==> config.mk <==
export PLATFORM = sky130hd
export DESIGN_NAME = clock_divider_multi
export DESIGN_NICKNAME = d
export VERILOG_FILES = /design/src/rtl/clock_divider_multi.sv
export SDC_FILE = /design/constraint.sdc
export NUM_CORES = 1
export LEC_CHECK = 0
export ABC_AREA = 1
export CAP_MARGIN = 20
export CORE_ASPECT_RATIO = 1.5
export CORE_UTILIZATION = 45
export CTS_BUF_LIST = sky130_fd_sc_hd__clkbuf_2 sky130_fd_sc_hd__clkbuf_4 sky130_fd_sc_hd__clkbuf_8
export CTS_CLUSTER_DIAMETER = 100
export DETAILED_ROUTE_END_ITERATION = 12
export GPL_TIMING_DRIVEN = 0
export PLACE_DENSITY = 0.64
export RECOVER_POWER = 25
export SYNTH_ARGS = -nofsm -noshare
export SYNTH_HDL_FRONTEND = slang
export SYNTH_SLANG_ARGS = --single-unit
==> constraint.sdc <==
create_clock -name clk_in -period 5.5 [get_ports clk_in]
set_input_delay 1.1 -clock clk_in [delete_from_list [all_inputs] [get_ports clk_in]]
set_output_delay 1.1 -clock clk_in [all_outputs]
set_load 0.02 [all_outputs]
==> src/rtl/clock_divider_multi.sv <==
// Multi-channel programmable clock divider: per-channel square wave and tick,
// with divisors reloaded through a valid/ready port at the next period boundary.
module clock_divider_multi #(
  parameter int unsigned SYS_FREQUENCY = 50_000_000,
  parameter int unsigned CH            = 4,
  parameter int unsigned CW            = 26,
  parameter int unsigned DEFAULT_DIV   = 50_000_000,
  localparam int unsigned LW           = (CH > 1) ? $clog2(CH) : 1
) (
  input  logic          clk_in,
  input  logic          rst,
  input  logic [CH-1:0] ch_en,
  input  logic          load_valid,
  input  logic [LW-1:0] load_ch,
  input  logic [CW-1:0] load_div,
  output logic          load_ready,
  output logic          load_err,
  output logic [CH-1:0] clk_div,
  output logic [CH-1:0] tick
);

  // Elaboration-time sanity checks on the configuration.
  if (SYS_FREQUENCY == 0) begin : g_bad_freq
    $error("clock_divider_multi: SYS_FREQUENCY must be non-zero");
  end
  if (CH < 1 || CH > 16) begin : g_bad_ch
    $error("clock_divider_multi: CH must be within 1..16");
  end
  if (DEFAULT_DIV < 2 || DEFAULT_DIV > ((64'd1 << CW) - 64'd1)) begin : g_bad_div
    $error("clock_divider_multi: DEFAULT_DIV must be within 2..2^CW-1");
  end

  logic [CW-1:0] cnt_q    [CH];
  logic [CW-1:0] cnt_d    [CH];
  logic [CW-1:0] period_q [CH];
  logic [CW-1:0] period_d [CH];
  logic [CW-1:0] staged_q [CH];
  logic [CW-1:0] staged_d [CH];
  logic [CH-1:0] pending_q, pending_d;
  logic [CH-1:0] clk_div_q, clk_div_d;
  logic [CH-1:0] tick_q,    tick_d;
  logic          load_err_q, load_err_d;

  logic          ready_c;
  logic          ch_ok_c;
  logic          div_ok_c;

  always_ff @(posedge clk_in or negedge rst) begin
    if (!rst) begin
      for (int i = 0; i < int'(CH); i++) begin
        cnt_q[i]    <= CW'(DEFAULT_DIV - 1);
        period_q[i] <= CW'(DEFAULT_DIV);
        staged_q[i] <= '0;
      end
      pending_q  <= '0;
      clk_div_q  <= '0;
      tick_q     <= '0;
      load_err_q <= 1'b0;
    end else begin
      for (int i = 0; i < int'(CH); i++) begin
        cnt_q[i]    <= cnt_d[i];
        period_q[i] <= period_d[i];
        staged_q[i] <= staged_d[i];
      end
      pending_q  <= pending_d;
      clk_div_q  <= clk_div_d;
      tick_q     <= tick_d;
      load_err_q <= load_err_d;
    end
  end

  // Ready is looked up per target channel; nonexistent channels report ready
  // so that a request to them is answered with an error instead of a stall.
  always_comb begin
    ready_c = 1'b1;
    for (int i = 0; i < int'(CH); i++) begin
      if (load_ch == LW'(i)) ready_c = !pending_q[i];
    end
  end

  assign ch_ok_c  = (32'(load_ch) < CH);
  assign div_ok_c = (load_div >= CW'(2));

  always_comb begin
    pending_d  = pending_q;
    clk_div_d  = '0;
    tick_d     = '0;
    load_err_d = 1'b0;
    for (int i = 0; i < int'(CH); i++) begin
      cnt_d[i]    = cnt_q[i];
      period_d[i] = period_q[i];
      staged_d[i] = staged_q[i];
    end

    for (int i = 0; i < int'(CH); i++) begin
      if (!ch_en[i]) begin
        // Parked at the wrap point so re-enabling starts a fresh period.
        if (pending_q[i]) begin
          period_d[i]  = staged_q[i];
          pending_d[i] = 1'b0;
        end
        cnt_d[i] = period_d[i] - CW'(1);
      end else if (cnt_q[i] == period_q[i] - CW'(1)) begin
        cnt_d[i]     = '0;
        tick_d[i]    = 1'b1;
        clk_div_d[i] = 1'b1;
        if (pending_q[i]) begin
          period_d[i]  = staged_q[i];
          pending_d[i] = 1'b0;
        end
      end else begin
        cnt_d[i]     = cnt_q[i] + CW'(1);
        clk_div_d[i] = (cnt_q[i] + CW'(1)) < (period_q[i] >> 1);
      end
    end

    // A load only lands on a channel whose pending flag was clear, so it
    // never collides with the wrap/park update above.
    if (load_valid && ready_c) begin
      if (div_ok_c && ch_ok_c) begin
        for (int i = 0; i < int'(CH); i++) begin
          if (load_ch == LW'(i)) begin
            staged_d[i]  = load_div;
            pending_d[i] = 1'b1;
          end
        end
      end else begin
        load_err_d = 1'b1;
      end
    end
  end

  assign load_ready = ready_c;
  assign load_err   = load_err_q;
  assign clk_div    = clk_div_q;
  assign tick       = tick_q;

endmodule

; Yosys cells after proc, flatten, opt, wreduce, memory -nomap -nowiden
; Index checks and enable logic that the tools add are counted.
[op_classes]
addsub = 12
n_lt_le_gt_ge = 5
n_eq_ne = 11
muxes = 60
n_reduce_logical = 10
[op_table]
columns = op, n
row1 = 26-bit 2-to-1 mux, 24
row2 = 26-bit by 1-bit subtractor with 26-bit output (second input constant), 8
row3 = 26-bit by 1-bit adder with 26-bit output (second input constant), 4
row4 = 26-bit equality test, 4
row5 = 26-bit by 25-bit < comparator with 1-bit output, 4
row6 = 1-bit 2-to-1 mux, 34
row7 = 26-bit by 2-bit >= comparator with 1-bit output (second input constant), 1
row8 = 3-bit AND reduction, 4
row9 = 4-bit 2-to-1 mux, 2
row10 = 2-bit by 1-bit != test with 1-bit output (second input constant), 4
row11 = 2-bit equality test (second input constant), 2
row12 = 1-bit zero test, 4
row13 = 2-bit by 1-bit equality test with 1-bit output (second input constant), 1
row14 = 2-bit zero test, 1
row15 = 1-bit logical AND, 1
[word_totals]
reg_bits = 325
inputBits = 35
out_inout_bits = 10
elab_cells = 114

; Longest topological paths before layout
; Gate-level depths: netlist of the first run.
[depth]
ltp_word = 7
ltp_mapped = 21
depth_no_buf = 21

; Worst setup path after synthesis of the first run
; No wires, ideal clock.
[synth_path]
path_kind = in2out
startpoint = input load_ch[0]
endpoint = output load_ready
t_arrival_ps = 1946
t_required_ps = 4400
slack_ps = 2454
stages = 4
path_buffers = 0
path_cell_list = inv_1 nor2_1 a22o_1 a221oi_1
[synth_via]
elab_chain_cells = 5
elab_cells_between_ends = 8
classes_between = eq/ne: 3 / mux: 4 / reduce/logical: 1
[synth_lines]
columns = element, line
row1 = "start, declared", 14  ; input logic [LW-1:0] load_ch,
row2 = 2-bit zero test, 77  ; if (load_ch == LW'(i)) ready_c = !pending_q[i];
row3 = 1-bit 2-to-1 mux (3 in a row), 77
row4 = 1-bit 2-to-1 mux *, 77
row5 = "end, declared", 16  ; output logic load_ready,
; Mark *: on every way between the ends. The rest lies on a longest branch, timed or not.

; Worst setup path after layout of the first run
; Same ends and word-level chain as after synthesis.

==> flow_summary.ini, run 1 <==
[grt]
grt_use_met3 = 0.03124
grt_pass1_vias = 24780
met2_usage = 0.5401
grt_pass1_wl_mm = 133.4
grt.total_usage = 0.2964
grt.overflow.total = 0
grt_use_met1 = 0.3359
grt.busiest_layer = met2
antenna_found_initial = 1
grt_max_degree = 114

[layout]
multi_input_area_um2 = 14740
final_net_count = 4119
syn_to_final_growth_pct = 10.69
num-fill-cells = 5894
design_area_um2 = 28470
register_area_um2 = 8283
drive_gt1_frac = 0.08851

[power]
leakagePower_nw = 14.54
p_sw_mw = 5.200
combPwrFrac = 0.438
p_int_mw = 6.464
clock_power_share = 0.225
netSwitchingFraction = 0.4458
p_seq_frac = 0.337
powerDensity_nw_per_um2 = 409.7
ir_drop_mv = 0.1958

[flow_run]
cap_violations = 1

[synth]
synth_flop_cell = dfrtp_1
synth_commonest_cells = 1,116 x nand2_1, 527 x inv_1, 406 x nand3_1
ys_types = 53
netlist_area_um2 = 25720
synth.top_cell.area_share = 0.1995
ys_seq_area_frac = 0.3220
ys_top_cells_by_area = dfrtp_1 20%, nand2_1 16%, dfstp_2 12%, nand3_1 7.9%, inv_1 7.7%
syn_area_per_cell_um2 = 6.636
synth_enable_flop_cells = 0
syn-num-nets = 4019
synthArstFlopShare = 1.000
synth_top_area_cell = dfrtp_1
yosys_register_bits = 325
yosysWarnings = 0
yosysMostFrequentCell = nand2_1
synthCells = 3876

[setup_path]
startpoint_type = input pin
path_class = input pin to output port
cp-endpoint = load_ready
rrSetupSlack_ps = 1460
cp.arrival_ps = 3350
rr_worst_depth = 20
r2r-start = cnt_q[0]
crit_fanout = 4
crit_path_end_kind = output port
crit_path_start = load_ch[0]
reg2reg_to = clk_div[3]
cp_data_required_time_ps = 4400

[floorplan]
design.portCount = 45
initial_core_util = 0.4542
num_rows = 107
die_x_um = 197.2
die_height_um = 294.8
die_area_um2 = 58130
core-area_um2 = 56630

[clock_network]
cts_tree = done
cts-root-buf = clkbuf_8
clkSlewWorstSetupHoldPaths_ps = 70
cts_sinks = 325
cts_made_buffers = 54
htree_levels = 2
cts_hold_buffers = 0
post_cts_buffers = 0
clock_latency_ps = 680
cts-resized-gates = 0
cts_buffer_depth = 3

[worst_hold_path]
min_path_type = register to register

[place]
place_ws_ps = 1138
io_buffer_count = 41
place_hpwl_mm = 67.16
gp_congestion = 0.9773
dpl_cell_area_um2 = 27170

[detailed_routing]
ant_nets = 0
avgRoutedWirePerCell_um = 17.77
dr.pass1.iters = 6
post-route-drc-count = 0
drt_iter0_drc = 1597
detail_route.wirelength_mm = 85.06
viasPerCell = 5.269
vias = 25220

[sta]
hold_violations = 0
relSlewSlack = -1.412
rsz0062_at_grt = false
timing.final.crit_period_ps = 4446
slew_violations = 61
setup_slack_ps = 1054
tightestPinTransition_ps = 3618
period_share = 0.8083
fin_worst_skew_ps = 25.38
finalSetupViolCount = 0
max_freq_ghz = 0.2249

[outcome]
outcome = finished, violations left
violations = capacitance limit, slew limit
metrics by stage:
step	utilization	hold WS [ps]	total power, mW	cells	setup TNS, ps
after CTS	0.5029	339.8	11.66	4785	0
after global routing	0.5027	510.9	12.62	4786	0
after floorplan	-	445.7	7.494	3876	0
final	0.5027	482.5	11.66	4786	0
after global placement	0.4783	459.5	8.942	4680	-3155020
after detailed placement	0.4798	467.4	8.992	4683	0
routing by layer:
metal,vias to the layer above,wire length [µm]
li1,12590,-
met1,11720,33680
met3,229,3258
met5,-,0
met2,679,43350
met4,0,4771
layout make-up:
cell class              count  area share
well taps                 763     0.03353
inverters                 533     0.07027
diodes                      1  0.00008790
clock buffers              79     0.03687
repair buffers             44     0.01710
multi-input cells        2898      0.5177
flip-flops and latches    325      0.2909
plain buffers             120     0.02452
clock inverters            23    0.009009
worst max-delay path: stages:
cell,delay [ps]
clkdlybuf4s50_1,620
nor2_1,90
a22o_1,220
a221oi_1,580
clkdlybuf4s50_1,730
cell usage in the layout, fill, tap and decap left out, drive strengths merged, types with 97 or more instances in the layout:
cell / synthesis / final
nand3: 408 / 408
xor2: 144 / 144
nand2: 1125 / 1125
ha: 108 / 108
a21oi: 97 / 97
o21ai: 286 / 286
dfrtp: 205 / 205
nor2: 415 / 415
dfstp: 120 / 120
clkbuf: 45 / 125
inv: 531 / 532
power groups by stage:
| stage | Clock (mW) | Combinational (mW) | Sequential [mW] |
|---|---|---|---|
| 2_1_floorplan | 0 | 3.84 | 3.65 |
| 3_3_place_gp | 0 | 4.99 | 3.95 |
| 3_5_place_dp | 0 | 5.05 | 3.95 |
| 4_1_cts | 2.67 | 5.08 | 3.91 |
| 5_1_grt | 2.77 | 5.85 | 4.00 |
| 6_report | 2.63 | 5.10 | 3.93 |
worst min-delay path by stage:
stage,start,end,slack [ps],cells after the start
2_1_floorplan,staged_q[10],staged_q[10],450,2
3_3_place_gp,staged_q[17],staged_q[17],460,2
3_5_place_dp,staged_q[20],staged_q[20],470,2
4_1_cts,rst,load_err,340,1
5_1_grt,staged_q[47],staged_q[47],510,2
6_report,staged_q[20],staged_q[20],480,2
flip-flops by register name, summed over array words and instances, names as in the netlist:
name	count
clk_div	4
period_q	104
load_err	1
cnt_q	104
staged_q	104
pending_q	4
tick	4
logic make-up after synthesis:
| group | count (synthesis) | synth area share |
|---|---|---|
| buffers and inverters | 653 | 0.1049 |
| AND/OR/NAND/NOR | 2164 | 0.3622 |
| AO/OA/AOI/OAI | 418 | 0.08528 |
| XOR/XNOR | 208 | 0.07297 |
| flip-flops | 325 | 0.3220 |
| adder cells (fa/ha/maj) | 108 | 0.05254 |
No activity file was read; power rests on OpenSTA's default activity.
==> run 2: changes to the inputs <==
Settings changed: PLACE_DENSITY 0.64 to 0.66.
Clock period 5.5 ns to 3.9 ns, I/O delays scaled along.
==> run 2 against run 1 <==
The run still ends with capacitance limit, slew limit left. Clock skew up 40 ps. Non-clock buffer count grew 4. Critical path depth stayed put. Routed wire length fell by 1.9%. Power rose by 38%. Combinational power rose by 41%. Cell count rose by 0.10%.
==> flow_summary.ini, run 2 (synthesis gave the netlist of run 1 again) <==
[outcome]
outcome = finished, violations left
violations = capacitance limit, slew limit

[setup_path]
cp.arrival_ps = 2990
max_stage_delay_ps = 720
crit_fanout = 4
path_class = input pin to output port
cp_top_family = buffers and inverters
cp_slowest_cell = clkdlybuf4s50_1
worstPathCellList = clkdlybuf4s50_1, nor2_1, a22o_1, a221oi_1, clkdlybuf4s50_1
critPathMostFrequentCell = clkdlybuf4s50_1
crit_path_end_kind = output port
cp_data_required_time_ps = 3120
path_buf_inv = 2
startpoint_type = input pin

[power]
powerDensity_nw_per_um2 = 566.7
ir_drop_mv = 0.2455
leakagePower_nw = 14.51
total_power_mw = 16.11

[grt]
antenna_found_initial = 2
grt_pass1_vias = 24680
grt_max_degree = 117
grt.overflow.total = 0
grt_pass1_wl_mm = 130.7
grt.total_usage = 0.2901

[detailed_routing]
drt_iter0_drc = 1418
post-route-drc-count = 0
viasPerCell = 5.238
vias = 25100
detail_route.wirelength_mm = 83.40
avgRoutedWirePerCell_um = 17.41
ant_nets = 0
dr.pass1.iters = 5

[clock_network]
cts_buffer_depth = 3
cts-root-buf = clkbuf_8
clock_latency_ps = 700
clkSlewWorstSetupHoldPaths_ps = 70
htree_levels = 2
cts_made_buffers = 54
cts_sinks = 325
cts_tree = done

[place]
gp_congestion = 0.9736
place_inst = 4683
place_hpwl_mm = 65.84
io_buffer_count = 41
dpl_cell_area_um2 = 27170

[floorplan]
num_rows = 107
die_x_um = 197.2
core-area_um2 = 56630
die_height_um = 294.8
initial_core_util = 0.4542
design.portCount = 45
die_area_um2 = 58130

[sta]
max_freq_ghz = 0.2656
finalSetupTns_ps = 0
period_share = 0.9656
fin_worst_skew_ps = 65.59
tightestPinTransition_ps = 2213
slew_violations = 167
timing.final.crit_period_ps = 3766
relSlewSlack = -0.4754
hold_violations = 0
finalSetupViolCount = 0

[flow_run]
cap_violations = 2

[layout]
instances_no_fill = 4791
multi_input_area_um2 = 14790
reg_top3 = cnt_q x104, period_q x104, staged_q x104
design_area_um2 = 28420
syn_to_final_growth_pct = 10.49
drive_gt1_frac = 0.09240
layout.cells.most_common = nand2_1
final_cell_mix = 1,116 x nand2_1, 527 x inv_1, 405 x nand3_1
final_net_count = 4123
num-fill-cells = 5952
register_area_um2 = 8283

[worst_hold_path]
min_path_type = register to register
run 2: cell types whose count changed in the layout (fill, tap and decap cells not counted), sizes merged:
cell	previous run	this run
buf	78	80
clkinv	18	12
clkbuf	125	135
diode	1	2
dlygate4sd3	0	1
clkinvlp	1	2
bufinv	5	1
run 2: path summary, 6_finish.rpt:
check	depth (start not counted)	start	slack (ps)	endpoint
worst max-delay path	5	load_ch[1]	130	load_ready
worst min-delay path	2	staged_q[1]	480	staged_q[1]
worst max register to register	20	cnt_q[0]	260	clk_div[3]
worst min register to register	2	staged_q[1]	480	staged_q[1]
max in group asynchronous	4	rst	680	staged_q[23]
min in group asynchronous	2	rst	560	cnt_q[70]
run 2: layout make-up:
type,count,area share
clock inverters,14,0.003742
multi-input cells,2898,0.5205
clock buffers,88,0.03844
inverters,533,0.07040
repair buffers,48,0.01708
flip-flops and latches,325,0.2915
well taps,763,0.03359
plain buffers,120,0.02457
diodes,2,0.0001761
run 2: timing repair:
action / 4_1_cts / 5_1_grt
gates resized for setup: 3 / 11
setup buffers: 0 / 3
hold endpoints to repair: 2 / 0
pin swaps: 0 / 1
hold buffers: 1 / 0
endpoints found under the setup margin: 2 / 4
run 2: routing by layer:
metal | vias up | global-route usage | wire, µm
met1 | 11640 | 0.3262 | 32870
li1 | 12600 | - | -
met2 | 619 | 0.5207 | 41920
met5 | - | 0 | 0
met4 | 0 | 0.1692 | 5111
met3 | 238 | 0.03788 | 3496
run 2: worst min-delay path, delay by kind of cell, from the launching register on:
kind | cells | cell delay, ps
and+or+nand+nor | 1 | 50
DFF | 1 | 340
AOI/OAI and AO/OA | 1 | 60
run 2: metrics by stage:
stage | worst slack, ps | util | hold slack (ps)
2_1_floorplan | 901.2 | - | 445.7
3_3_place_gp | -12960 | 0.4783 | 460.7
3_5_place_dp | -65.42 | 0.4798 | 469.6
4_1_cts | 27.81 | 0.5014 | 485.8
5_1_grt | -27.05 | 0.5018 | 503.7
6_report | 134.3 | 0.5018 | 481.8
run 2: where the power goes:
part	internal [mW]	switching, mW
combinational	2.61	4.58
sequential	4.44	1.10
clock	1.84	1.54
total	8.89	7.22
